--- config.mk ---
export PLATFORM = sky130hd
export DESIGN_NAME = hash_tx_serializer
export DESIGN_NICKNAME = d
export VERILOG_FILES = /design/src/rtl/hash_tx_serializer.sv
export SDC_FILE = /design/constraint.sdc
export NUM_CORES = 1
export LEC_CHECK = 0
export CAP_MARGIN = 10
export CORE_UTILIZATION = 45
export CTS_BUF_LIST = sky130_fd_sc_hd__clkbuf_8
export DETAILED_ROUTE_END_ITERATION = 10
export PLACE_DENSITY_LB_ADDON = 0.12
export SETUP_SLACK_MARGIN = 0.2
export SKIP_LAST_GASP = 1
export SYNTH_ARGS = -nofsm -noshare
export SYNTH_HDL_FRONTEND = slang
export SYNTH_SLANG_ARGS = --single-unit
--- constraint.sdc ---
create_clock -name clk -period 2.14 [get_ports clk]
set_clock_uncertainty 0.2 [all_clocks]
set_input_delay 0.428 -clock clk [delete_from_list [all_inputs] [get_ports clk]]
set_output_delay 0.428 -clock clk [all_outputs]
set_load 0.01 [all_outputs]
--- src/rtl/hash_tx_serializer.sv ---
// rtl/hash_tx_serializer.sv - captures the final hash on out_en and streams it MSB byte first over a valid/ready link
module hash_tx_serializer #(
  parameter int HASH_BITS  = 512,
  parameter int GAP_CYCLES = 0
) (
  input  logic                 clk,
  input  logic                 rst_p,
  input  logic                 out_en,
  input  logic [HASH_BITS-1:0] hash_in,
  input  logic                 tx_ready,
  output logic                 tx_valid,
  output logic [7:0]           tx_data,
  output logic                 busy,
  output logic                 tx_done,
  output logic                 err
);

  localparam int N  = HASH_BITS / 8;
  localparam int CW = $clog2(N);
  localparam int GW = (GAP_CYCLES > 1) ? $clog2(GAP_CYCLES + 1) : 1;

  typedef enum logic [3:0] {
    IDLE = 4'b0001,
    SEND = 4'b0010,
    GAP  = 4'b0100,
    FIN  = 4'b1000
  } state_t;

  state_t               state;
  state_t               state_next;
  logic [HASH_BITS-1:0] shreg;
  logic [CW-1:0]        byte_cnt;
  logic [GW-1:0]        gap_cnt;
  logic                 err_q;
  logic                 accept;
  logic                 last;

  always_comb begin
    state_next = state;
    accept     = 1'b0;
    last       = (byte_cnt == CW'(N - 1));
    case (state)
      IDLE: if (out_en) state_next = SEND;
      SEND: begin
        if (tx_ready) begin
          accept = 1'b1;
          if (last)                state_next = FIN;
          else if (GAP_CYCLES > 0) state_next = GAP;
        end
      end
      GAP:     if (gap_cnt == '0) state_next = SEND;
      FIN:     state_next = IDLE;
      default: state_next = IDLE;
    endcase
  end

  always_ff @(posedge clk) begin
    if (rst_p) begin
      state    <= IDLE;
      shreg    <= '0;
      byte_cnt <= '0;
      gap_cnt  <= '0;
      err_q    <= 1'b0;
    end else begin
      state <= state_next;
      // A pulse outside IDLE is reported but never disturbs the hash in flight.
      err_q <= out_en && (state != IDLE);
      if ((state == IDLE) && out_en) begin
        shreg    <= hash_in;
        byte_cnt <= '0;
      end else if (accept) begin
        shreg <= {shreg[HASH_BITS-9:0], 8'h00};
        if (!last) byte_cnt <= byte_cnt + CW'(1);
        if (GAP_CYCLES > 0) gap_cnt <= GW'(GAP_CYCLES - 1);
      end else if ((state == GAP) && (gap_cnt != '0)) begin
        gap_cnt <= gap_cnt - GW'(1);
      end
    end
  end

  assign tx_valid = (state == SEND);
  assign tx_data  = shreg[HASH_BITS-1 -: 8];
  assign busy     = (state != IDLE);
  assign tx_done  = (state == FIN);
  assign err      = err_q;

endmodule
# After elaboration in Yosys (flattened, before gate mapping)
# Index checks and enable logic that the tools add are counted.
[word_totals]
reg_bits = 524
in_bits = 516
output_inout_bits = 12
word_cells = 37
[classes]
addsub = 2
n_eq_ne = 10
mux = 9
bitwise_logic = 3
n_reduce_logical = 8
[op_table]
columns = ["op", "n"]
rows = [
  ["512-bit two-way mux", 2],
  ["4-bit two-way mux", 4],
  ["4-bit one-hot mux with 3 select lines", 1],
  ["6-bit by 1-bit adder with 6-bit output, second input constant", 1],
  ["6-bit equality test, second input constant", 1],
  ["2-bit inequality test, second input constant", 3],
  ["4-bit by 1-bit equality test with 1-bit output, second input constant", 1],
  ["4-bit by 2-bit equality test with 1-bit output, second input constant", 1],
  ["4-bit by 3-bit equality test with 1-bit output, second input constant", 1],
  ["4-bit equality test, second input constant", 1],
  ["4-bit by 1-bit inequality test with 1-bit output, second input constant", 1],
  ["4-bit AND reduction", 1],
  ["1-bit logical AND", 3],
  ["1-bit inverter", 3],
  ["3-bit AND reduction", 1],
  ["1-bit two-way mux", 2],
  ["2-bit by 1-bit inequality test with 1-bit output, second input constant", 1],
  ["2-bit AND reduction", 1],
  ["2-bit nonzero test", 1],
  ["2-bit OR reduction", 1],
  ["1-bit subtractor, second input constant", 1],
]

# Longest topological paths before layout
[depth]
ltp_word = 4
mapped_depth = 7
mapped_depth_nobuf = 4

# Worst setup path after synthesis
# No wires, ideal clock.
[synth_timing]
path_type = "input to register"
from = "input port tx_ready"
to = "register byte_cnt[0]"
setup_time_ps = 121
arrival_time_ps = 1374
t_required_ps = 1819
setup_slack_ps = 445
cell_stages = 5
path_buffers = 2
path_cell_list = "nand4bb_1 -> buf_2 -> buf_6 -> a31oi_1 -> mux2_2"
[synth_between]
elab_chain_cells = 3
[synth_lines]
columns = ["element", "line", "rtl"]
rows = [
  ["from (decl)", "10", "input logic tx_ready,"],
  ["1-bit two-way mux", "45", "if (tx_ready) begin"],
  ["1-bit two-way mux", "42", "case (state)"],
  ["2-bit AND reduction (no line)", "-", ""],
  ["to (signal assigned)", "73", "if (!last) byte_cnt <= byte_cnt + CW'(1);"],
  ["to (decl)", "32", "logic [CW-1:0] byte_cnt;"],
]
# No other way between the ends.
# A chain may end at the register's enable or synchronous reset.

# Worst setup path after layout
[layout_timing]
from = "register state[1]"
to = "register shreg[209]"
[layout_between]
elab_chain_cells = 3
elab_cells_between_ends = 6
classes_between = "eq/ne: 2; mux: 2; reduce/logical: 2"
[layout_lines]
columns = ["element", "line", "rtl"]
rows = [
  ["from (decl)", "29", "state_t state;"],
  ["from (signal assigned)", "65", "state <= state_next;"],
  ["4-bit by 2-bit equality test with 1-bit output / 4-bit by 1-bit equality test with 1-bit output (equally long branches)", "42, 68", ""],
  ["1-bit two-way mux / 1-bit logical AND (equally long branches)", "42, 68", ""],
  ["2-bit nonzero test (no line) / 512-bit two-way mux (equally long branches)", "-", ""],
  ["to (signal assigned)", "69", "shreg <= hash_in;"],
  ["to (signal assigned)", "72", "shreg <= {shreg[HASH_BITS-9:0], 8'h00};"],
  ["to (decl)", "31", "logic [HASH_BITS-1:0] shreg;"],
]
# Several ways; a longest one is shown, not always the timed one.

==> results.json <==
{
  "critPathMaxFanout": 6,
  "syn_to_final_growth_pct": 57.75,
  "cts_buffers": 87,
  "fin_area_um2": 35420,
  "slowest_delay_ps": 340,
  "route.detailed.drc": 0,
  "setup_violations": 0,
  "synth_ff_type": "dfxtp_1",
  "grt_pass1_vias": 21610,
  "fp.dieW_um": 225.4,
  "dp_hpwl_um": 50630,
  "die_area_um2": 50800,
  "grt_usage_pct": 27.50,
  "hold_viol": 0,
  "cts_tree": "built",
  "final_nets": 4010,
  "slew_violations": 0,
  "syn-mean-instance-area_um2": 7.745,
  "outcome": "complete, no violations",
  "path_class": "reg -> reg",
  "wire_per_inst_um": 21.37,
  "drt-pass1-iter-count": 6,
  "yosysUniqueCellTypes": 30,
  "clock-sinks": 522,
  "htreeDepth": 3,
  "ys_ff_latch": 522,
  "final_util_pct": 72.21,
  "min_period_ps": 2134,
  "hold_slack_ps": 99.08,
  "grt_max_degree": 78,
  "cts_root_buf": "clkbuf_8",
  "cp_common_cell": "buf_6",
  "via_count": 24960,
  "fin_cells": 4225,
  "relSlewSlack_pct": 67.65,
  "finalCritPeriodShare_pct": 99.70,
  "ys_warn_count": 0,
  "grt_pass1_wl_um": 113000,
  "cp_slowest_cell": "dfxtp_2",
  "wl_um": 90280,
  "crit_chain": "buf_6 -> buf_6 -> and4bb_4 -> buf_6 -> clkbuf_16 -> buf_12 -> clkbuf_16 -> nand2_1 -> a311oi_1",
  "rsz0062_at_grt": "yes",
  "synth.largest_area_cell": "dfxtp_1",
  "vias_per_cell": 5.907,
  "syn-num-nets": 3416,
  "maxCapViolations": 0,
  "syn_area_um2": 22450,
  "cp-end-kind": "register",
  "antenna_found_initial": 15,
  "dp_cells": 3918,
  "drtIter0Drc": 2745,
  "max_freq_ghz": 0.4687,
  "grt_overflow": 0,
  "seq_area_frac_synth_pct": 46.54,
  "io_pins": 528,
  "synth_top_area_share_pct": 46.54,
  "clk_pin_slew_ps": 60,
  "antenna_left": 0,
  "start_kind": "register",
  "netlist_instances": 2899,
  "clock_latency_ps": 680,
  "worstMarginPinSlew_ps": 485.2,
  "place_area_um2": 28700,
  "gp_congestion": 0.8696,
  "die_h_um": 225.4,
  "power.leakage_nw": 13.45,
  "io_buffer_count": 527,
  "arrival_ps": 2500,
  "synthArstFlopShare_pct": 0,
  "rows": 81,
  "clock_path_buffers": 3,
  "ir_drop_uv": 683.0,
  "core-area_um2": 49050,
  "start_util_pct": 45.78,
  "yosys-top-cells-area": "dfxtp_1 47%, a311oi_1 20%, nand2_1 17%",
  "synth_edf_count": 0,
  "drive_above_1_share_pct": 19.53,
  "worstHoldPathType": "in -> reg",
  "required_ps": 2500,
  "power_density_nw_per_um2": 708.9
}
## metrics by stage
step	total power [mW]	setup TNS, ps	setup WS, ps
5_1_grt	25.96	-305.2	-81.05
3_3_place_gp	14.87	-34230	-168.9
4_1_cts	23.99	0	32.69
6_report	25.11	0	6.403
2_1_floorplan	13.11	0	445.0
3_5_place_dp	14.94	-55280	-219.1
## flip-flops by register name, summed over array words and instances (netlist names)
name	flops
shreg	512
err	1
byte_cnt	6
state	3
## cell usage in the layout (no fill, tap or decap), types with 5 or more instances in the layout
| master | instances |
|---|---|
| clkbuf_16 | 74 |
| clkdlybuf4s50_1 | 514 |
| nor2_2 | 26 |
| buf_16 | 28 |
| a311oi_2 | 174 |
| buf_4 | 58 |
| buf_8 | 20 |
| nor2_1 | 470 |
| nand3_1 | 11 |
| buf_6 | 44 |
| nand2_1 | 952 |
| nand2_2 | 15 |
| diode_2 | 8 |
| inv_1 | 25 |
| dfxtp_1 | 519 |
| a21oi_1 | 9 |
| clkbuf_8 | 113 |
| nand2_4 | 52 |
| a311oi_1 | 331 |
| nor2_4 | 9 |
| clkinv_2 | 5 |
| buf_12 | 51 |
## worst max-delay path, delay by kind of cell, from the launching register on
kind	cells	cell delay, ps
AND/OR/NAND/NOR	2	390
flip-flops	1	340
buffers and inverters	6	820
AO/OA/AOI/OAI	1	280
## layout make-up
cell class | instances | area (um^2)
Antenna cell | 8 | 20.02
Clock buffer | 113 | 1555
Clock inverter | 36 | 224.0
Fill cell | 3651 | 13630
Inverter | 2 | 7.507
Multi-Input combinational cell | 2081 | 12220
Sequential cell | 522 | 10460
Tap cell | 664 | 830.8
Timing Repair Buffer | 799 | 10110
## cells by family (layout without fill, tap and decap cells)
logic type,Yosys count,count (layout),share of synthesized area (%)
mux,3,3,0.1449
fa+ha+maj,1,1,0.05571
flops,522,522,46.54
compound gates,521,521,20.12
other cells,0,8,0
buf+inv,296,950,6.698
simple gates,1556,1556,26.44
## final timing paths
kind / depth (start not counted) / start / end / slack [ps]
worst max-delay path: 9 / state[1] / shreg[209] / 6
worst min-delay path: 3 / hash_in[2] / shreg[2] / 100
worst max register to register: 9 / state[1] / shreg[209] / 6
worst min register to register: 2 / shreg[132] / shreg[140] / 260
## cell usage after synthesis, drive strengths merged, types with 2 or more instances
master	count
and4bb	2
nand3b	2
buf	186
nand3	11
nor3b	5
dfxtp	522
a21oi	9
clkbuf	108
nor2	505
mux2	2
inv	2
nand2	1019
nor3	3
nand4bb	2
nor4	3
a311oi	506
nand2b	2
## metal layers
| layer | vias to the layer above | routed length, um | global-route usage [%] |
|---|---|---|---|
| met1 | 12010 | 36260 | 35.89 |
| met2 | 1325 | 43470 | 44.88 |
| li1 | 11340 | - | - |
| met4 | 16 | 3386 | 9.568 |
| met3 | 269 | 7065 | 5.763 |
| met5 | - | 104 | 0 |
## where the power goes
group / switching [mW] / total (mW) / internal [mW]
Sequential: 0.622 / 11.3 / 10.7
Combinational: 2.22 / 4.65 / 2.42
Clock: 4.20 / 9.16 / 4.96
Total: 7.05 / 25.1 / 18.1
## timing repair
item                       CTS  global route
setup buffers                1            47
gates cloned                 0           101
hold endpoints to repair    15             0
hold buffers                 1             0
resized for setup           45           454
pin swaps                    1           139
setup endpoints to repair   13           286
Note: power is estimated with default switching activity, not from simulation.
